==> config.mk <==
export PLATFORM = sky130hd
export DESIGN_NAME = tile_sched
export DESIGN_NICKNAME = d
export VERILOG_FILES = /design/src/rtl/tile_sched.sv
export SDC_FILE = /design/constraint.sdc
export NUM_CORES = 1
export LEC_CHECK = 0
export CAP_MARGIN = 20
export CELL_PAD_IN_SITES_DETAIL_PLACEMENT = 1
export CELL_PAD_IN_SITES_GLOBAL_PLACEMENT = 2
export CORE_AREA = 5 5 146 106
export DETAILED_ROUTE_END_ITERATION = 8
export DIE_AREA = 0 0 151 111
export GPL_TIMING_DRIVEN = 0
export PLACE_DENSITY_LB_ADDON = 0.1
export SETUP_SLACK_MARGIN = 0.5
export SYNTH_ARGS = -nofsm -noshare
export SYNTH_HDL_FRONTEND = slang
export SYNTH_SLANG_ARGS = --single-unit
==> constraint.sdc <==
create_clock -name clk -period 3.1 [get_ports clk]
set_clock_uncertainty 0.1 [all_clocks]
set_input_delay 0.62 -clock clk [delete_from_list [all_inputs] [get_ports clk]]
set_output_delay 0.62 -clock clk [all_outputs]
set_load 0.01 [all_outputs]
==> src/rtl/tile_sched.sv <==
`default_nettype none
// ============================================================================
// Module   : tile_sched
// Purpose  : Tile sequencer for the systolic array. Runs a programmed count
//            of output tiles through LOAD -> COMPUTE -> DRAIN, with a
//            per-phase watchdog.
// Revision : 1.0  initial release
// ============================================================================
module tile_sched #(
    parameter int MAC_SIZE       = 128,
    parameter int ADDR_OUT_WIDTH = 23,
    parameter int TILE_CNT_WIDTH = 8,
    parameter int WDOG_WIDTH     = 16
) (
    input  logic                      clk,
    input  logic                      rst_n,
    input  logic                      start,
    input  logic [TILE_CNT_WIDTH-1:0] num_tiles,
    input  logic [ADDR_OUT_WIDTH-1:0] out_base,
    output logic                      load_req,
    input  logic                      load_ack,
    output logic                      comp_enb,
    input  logic                      done_finish,
    input  logic                      mem_write_enb,
    output logic [TILE_CNT_WIDTH-1:0] tile_idx,
    output logic [ADDR_OUT_WIDTH-1:0] tile_base,
    output logic                      busy,
    output logic                      done,
    output logic                      err_timeout
);

    localparam int WORDS_PER_TILE = MAC_SIZE * MAC_SIZE / 2;
    localparam int c_WCNT_W       = (WORDS_PER_TILE > 1) ? $clog2(WORDS_PER_TILE) : 1;
    localparam logic [c_WCNT_W-1:0]       c_LAST_BEAT   = c_WCNT_W'(WORDS_PER_TILE - 1);
    localparam logic [ADDR_OUT_WIDTH-1:0] c_TILE_STRIDE = ADDR_OUT_WIDTH'(WORDS_PER_TILE);
    localparam logic [WDOG_WIDTH-1:0]     c_WDOG_MAX    = '1;

    typedef enum logic [2:0] {
        S_IDLE  = 3'd0,
        S_LOAD  = 3'd1,
        S_COMP  = 3'd2,
        S_DRAIN = 3'd3,
        S_NEXT  = 3'd4,
        S_DONE  = 3'd5
    } state_t;

    state_t                      r_state;
    logic [TILE_CNT_WIDTH-1:0]   r_num_tiles;
    logic [c_WCNT_W-1:0]         r_wcnt;
    logic [WDOG_WIDTH-1:0]       r_wdog;

    logic                        w_active;
    logic [WDOG_WIDTH-1:0]       w_wdog_nxt;
    logic                        w_wdog_hit;

    // Watchdog only runs in phases that wait on an external agent.
    assign w_active   = (r_state == S_LOAD) || (r_state == S_COMP) || (r_state == S_DRAIN);
    assign w_wdog_nxt = r_wdog + 1'b1;
    assign w_wdog_hit = w_active && (w_wdog_nxt == c_WDOG_MAX);

    always_ff @(posedge clk or negedge rst_n) begin
        if (!rst_n) begin
            r_state     <= S_IDLE;
            r_num_tiles <= '0;
            r_wcnt      <= '0;
            r_wdog      <= '0;
            load_req    <= 1'b0;
            comp_enb    <= 1'b0;
            busy        <= 1'b0;
            done        <= 1'b0;
            err_timeout <= 1'b0;
            tile_idx    <= '0;
            tile_base   <= '0;
        end else begin
            done <= 1'b0;
            if (w_wdog_hit) begin
                r_state     <= S_IDLE;
                r_wdog      <= '0;
                r_wcnt      <= '0;
                load_req    <= 1'b0;
                comp_enb    <= 1'b0;
                busy        <= 1'b0;
                err_timeout <= 1'b1;
                tile_idx    <= '0;
                tile_base   <= '0;
            end else begin
                r_wdog <= w_active ? w_wdog_nxt : '0;
                case (r_state)
                    S_IDLE: begin
                        if (start) begin
                            err_timeout <= 1'b0;
                            if (num_tiles != '0) begin
                                r_num_tiles <= num_tiles;
                                tile_idx    <= '0;
                                tile_base   <= out_base;
                                busy        <= 1'b1;
                                load_req    <= 1'b1;
                                r_state     <= S_LOAD;
                            end else begin
                                done    <= 1'b1;
                                r_state <= S_DONE;
                            end
                        end
                    end
                    S_LOAD: begin
                        if (load_ack) begin
                            load_req <= 1'b0;
                            comp_enb <= 1'b1;
                            r_wdog   <= '0;
                            r_state  <= S_COMP;
                        end
                    end
                    S_COMP: begin
                        if (done_finish) begin
                            comp_enb <= 1'b0;
                            r_wdog   <= '0;
                            r_state  <= S_DRAIN;
                        end
                    end
                    S_DRAIN: begin
                        if (mem_write_enb) begin
                            r_wdog <= '0;
                            if (r_wcnt == c_LAST_BEAT) begin
                                r_wcnt  <= '0;
                                r_state <= S_NEXT;
                            end else begin
                                r_wcnt <= r_wcnt + 1'b1;
                            end
                        end
                    end
                    S_NEXT: begin
                        if (tile_idx == r_num_tiles - TILE_CNT_WIDTH'(1)) begin
                            busy    <= 1'b0;
                            done    <= 1'b1;
                            r_state <= S_DONE;
                        end else begin
                            // Base address wraps modulo the address space.
                            tile_idx  <= tile_idx + 1'b1;
                            tile_base <= tile_base + c_TILE_STRIDE;
                            load_req  <= 1'b1;
                            r_state   <= S_LOAD;
                        end
                    end
                    S_DONE: begin
                        r_state <= S_IDLE;
                    end
                    default: begin
                        r_state <= S_IDLE;
                    end
                endcase
            end
        end
    end

endmodule
`default_nettype wire

==> After elaboration in Yosys (flattened, before gate mapping) <==
Index checks and enable logic that the tools add are counted.
{ "totals": {"regBits": 76, "latch_bits": 0, "ramBits": 0, "rom_bits": 0, "input_bits": 37, "wordCells": 102, "memories": 0} }
{ "classes": {"add_sub_neg": 5, "n_mul": 0, "div_mod_pow": 0, "n_lt_le_gt_ge": 0, "n_eq_ne": 15, "n_shift": 0, "mux": 50, "bitwise_logic": 1, "n_reduce_logical": 20} }
{ "ops": {"columns": ["operator", "n"], "rows": [
  ["$mux 23", 4],
  ["$mux 16", 5],
  ["$mux 13", 4],
  ["$pmux 16 s3", 1],
  ["$pmux 23 s2", 1],
  ["$mux 8", 4],
  ["$mux 3", 8],
  ["$add 23x14->23 const B", 1],
  ["$ne 3x3->1 const B", 7],
  ["$mux 1", 17],
  ["$add 16x1->16 const B", 1],
  ["$eq 16x16->1 const B", 1],
  ["$pmux 8 s2", 1],
  ["$pmux 3 s5", 1],
  ["$add 13x1->13 const B", 1],
  ["$eq 13x13->1 const B", 1],
  ["$reduce_and 4->1", 3],
  ["$reduce_and 5->1", 2],
  ["$add 8x1->8 const B", 1],
  ["$eq 8x8->1", 1],
  ["$reduce_bool 2->1", 4],
  ["$reduce_bool 8->1", 1],
  ["$sub 8x1->8 const B", 1],
  ["$eq 3x2->1 const B", 2],
  ["13 further kinds", 18]
]} }

==> Depth between registers and ports, before layout <==
{ "depth": {"depth_word": 7, "ltp_mapped": 11, "depth_no_buf": 8} }

==> Worst setup path after synthesis <==
Ideal clock, no wire load.
{ "synth_path": {"path_kind": "register to register", "from": "register r_num_tiles[0]", "to": "register tile_base[13]", "setup_ns": 0.121, "t_arrival_ns": 2.360, "required_ns": 2.879, "path_slack_ns": 0.519, "stages_incl_launch_ff": 11, "path_buffers": 3, "cell_sequence": "dfrtp_1 buf_6 inv_1 ha_1 or4b_1 o211a_1 a2111oi_4 a31oi_1 buf_4 buf_6 a22o_1"} }
{ "synth_via": {"elab_chain_len": 4} }
{ "synth_lines": {"columns": ["element", "line", "source"], "rows": [
  ["from (decl)", "48", "logic [TILE_CNT_WIDTH-1:0] r_num_tiles;"],
  ["from (signal assigned)", "93", "r_num_tiles <= num_tiles;"],
  ["$sub 8x1->8", "132", "if (tile_idx == r_num_tiles - TILE_CNT_WIDTH'(1)) begin"],
  ["$eq 8x8->1", "132", null],
  ["$ne 3x3->1 (no source line)", null, null],
  ["$reduce_and 4->1 (no source line)", null, null],
  ["to (signal assigned)", "95", "tile_base <= out_base;"],
  ["to (signal assigned)", "139", "tile_base <= tile_base + c_TILE_STRIDE;"],
  ["to (decl)", "26", "output logic [ADDR_OUT_WIDTH-1:0] tile_base,"]
]} }
Every way passes these cells.
A chain may end at the register's enable or synchronous reset.

==> Worst setup path after layout <==
Ends and elaborated chain as after synthesis.

==> results.md <==
- Mean Syn Cell Area: 8.86 um2
- Top sig layer: met4
- DRC: 0
- Share of layout cells above drive strength 1: 0.172
- CP Capture Type: flop
- Family with the most delay on the worst path: compound AO/OA/AOI/OAI gates
- Worst path bufs/invs: 4
- HPWL Detailed: 10,000 um
- Clock buffer depth: 2
- Wire length per cell: 17.9 um
- Post-synth EDFFs: 0
- Fmax: 378 MHz
- Core footprint: 13,800 um2
- Final worst path period need: 2.65 ns
- Max Cap Viol: 0
- WP data arrival: 2.79 ns
- Root Driver: clkbuf_16
- First-pass GRT wire length: 23,100 um
- R2R depth: 9
- Inst Count DP: 759
- Register area share after synthesis: 0.434
- Worst setup path class: reg2reg
- Vias in the first global route: 4,288
- Syn Nets: 538
- Met2 wire length: 6010 um
- H-tree Lvls: 3
- Fill cells: 1,597
- Antenna diodes: 0
- Largest area contributor in the netlist: dfrtp_1
- Initial DRC count: 194
- Die span in y: 111 um
- Worst-margin pin slew: 0.611 ns
- Site row count: 36
- Fin area: 6170 um2
- Hold Path Class: in2async
- Die width: 151 um
- Status: finished clean
- R2R setup slack: 0.45 ns
- Skew-Pair Late Insertion Delay: 0.35 ns
- Routability-driven placement congestion ratio: 0.786
- Post-CTS Hold Buffers: 0
- Metal3 WL: 964 um
- Total negative slack: 0 ns
- CP max stage delay: 0.50 ns
- Drt first pass iters: 4
- Final hold violation count: 0
- Fin cells: 794
- CP cell instances: buf_6, buf_6, or4b_1, o211a_1, a2111oi_4, a31oi_4, buf_6, buf_8, a22o_1
- Maximum vdd drop: 0.314 mV
- Pwr dens: 728 nW/um2
- Crit-path slowest cell: or4b_1
- Via/cell ratio: 5.17
- Area growth syn-to-layout: 40.6%
- Critical Path Fanout Max: 6
- Initial antenna violation count: 0
- RSZ-0062 raised after global routing: yes
- Mapped Cells: 495
- TritonCTS clock tree: done
- Vias: 4,106
- Leakage power total: 2.51 nW
- Reg-to-reg endpoint: tile_base[13]$_DFFE_PN0P_
- CP Launch Type: flop
- Worst EP required: 3.24 ns
- Warnings, synthesis: 0
- Initial Util: 0.318
- Total track usage: 0.174
- ANT nets after route: 0
- Period utilisation layout: 0.854
- Netlist Area Pre-Place: 4380 um2
- Min Hold Slack: 0.129 ns
- Critical R2R Launch: r_num_tiles[0]$_DFFE_PN0P_
- Final net count: 642
- Post-Route WL: 14,200 um
- Asr flop ratio synth: 1.00
- Area fraction of the dominant cell type after synthesis: 0.434
- Worst rel slew slack: 0.593
- # setup viols final: 0
- Cts bufs inserted: 9
- Die footprint: 16,800 um2
- Largest net degree at the start of global routing: 45
- Top post-synthesis cells by area: dfrtp_1 43%, nand2_1 6.5%, o21ai_0 4.2%
- # clock sinks: 76
- Metal1 wirelength: 7140 um
- Synth unique cells: 67
- Top_reg_cell synth: dfrtp_1
- DP Area: 5370 um2
- Pins Over Slew Limit: 0
- Crit path top cell by count: buf_6
- CTS clk-pin slew, worst paths: 0.06 ns
- I/O Buffers: 72
- Grt total ovfl: 0
- Top-Level Pins: 73
- Post-synthesis register bit count: 76
[worst max path at each step]
stage                                           end  cells after the start  slack (ns)                        from
after floorplan           tile_base[13]$_DFFE_PN0P_                     10        0.52  r_num_tiles[0]$_DFFE_PN0P_
after global placement      tile_idx[2]$_DFFE_PN0P_                      1       -1.70                       rst_n
after detailed placement     r_wcnt[11]$_DFFE_PN0P_                      6        0.04               mem_write_enb
after CTS                   tile_idx[3]$_DFFE_PN0P_                     11        0.40  r_num_tiles[0]$_DFFE_PN0P_
after global routing      tile_base[18]$_DFFE_PN0P_                     10        0.37  r_num_tiles[0]$_DFFE_PN0P_
final                     tile_base[13]$_DFFE_PN0P_                      9        0.45  r_num_tiles[0]$_DFFE_PN0P_
[layout by cell type (no fill, tap or decap), drive strengths merged, types with 7 or more instances in the layout]
cell | netlist | routed
a21oi | 20 | 20
nor3 | 14 | 14
and3 | 11 | 11
o21ai | 40 | 40
buf | 11 | 32
clkdlybuf4s50 | 0 | 71
nand2 | 76 | 76
dfrtp | 76 | 76
xor2 | 11 | 11
or3 | 7 | 7
clkbuf | 14 | 25
nand3 | 21 | 21
nor2 | 46 | 46
a31oi | 11 | 11
nor4 | 10 | 10
o21a | 7 | 7
xnor2 | 15 | 15
inv | 15 | 16
[logic make-up (layout without fill, tap and decap cells)]
family	after synthesis	count (layout)	share of synthesized area
xor gates and xnor gates	26	26	0.0519
AOI/OAI and AO/OA	123	123	0.192
adders and majority gates	6	6	0.0171
DFF	76	76	0.434
and+or+nand+nor	220	220	0.250
muxes	4	4	0.00970
buffers and inverters	40	149	0.0454
[cells in the mapped netlist (11+ instances only)]
| library cell | n |
|---|---|
| nor3_1 | 14 |
| a31oi_1 | 11 |
| nor2_1 | 46 |
| xor2_1 | 11 |
| a21oi_1 | 20 |
| nand2_1 | 76 |
| dfrtp_1 | 76 |
| o21ai_0 | 37 |
| xnor2_1 | 15 |
| inv_1 | 15 |
| clkbuf_1 | 12 |
| and3_1 | 11 |
| nand3_1 | 21 |
[registers in the layout (all words and copies together), names as in the netlist]
signal       count
tile_idx         8
comp_enb         1
tile_base       23
r_wcnt          13
r_num_tiles      8
done             1
r_wdog          16
load_req         1
busy             1
err_timeout      1
r_state          3
[stage by stage]
step,power [mW],setup slack [ns],utilization
6_report,4.49,0.453,0.447
4_1_cts,4.45,0.397,0.429
2_1_floorplan,2.40,0.519,-
3_3_place_gp,3.10,-1.70,0.388
5_1_grt,4.79,0.366,0.447
3_5_place_dp,3.14,0.0392,0.390
[layer usage]
layer	up-vias	GRT usage
met2	80	0.246
met4	0	0.0356
met3	8	0.0646
li1	1995	-
met1	2023	0.253
met5	-	0
[area by class of cell]
type | instances | area, um2 | share of cell area
Tap cell | 190 | 238 | 0.0386
Multi-Input combinational cell | 379 | 2540 | 0.411
Clock inverter | 6 | 87.6 | 0.0142
Clock buffer | 10 | 229 | 0.0371
Inverter | 15 | 58.8 | 0.00954
Buffer | 25 | 178 | 0.0288
Sequential cell | 76 | 1910 | 0.309
Timing Repair Buffer | 93 | 933 | 0.151
[where the power goes]
| group | switching, mW | leakage, nW | internal [mW] |
|---|---|---|---|
| logic | 0.862 | 1.38 | 0.880 |
| clock network | 0.453 | 0.157 | 0.707 |
| registers | 0.301 | 0.972 | 1.29 |
| total | 1.62 | 2.51 | 2.87 |
[repair_timing]
action / CTS / global route
gates resized for setup: 29 / 40
cloned: 0 / 1
buffers inserted: 15 / 3
setup endpoints to repair: 57 / 71
pin swaps: 12 / 17
No activity file was read; power rests on OpenSTA's default activity.
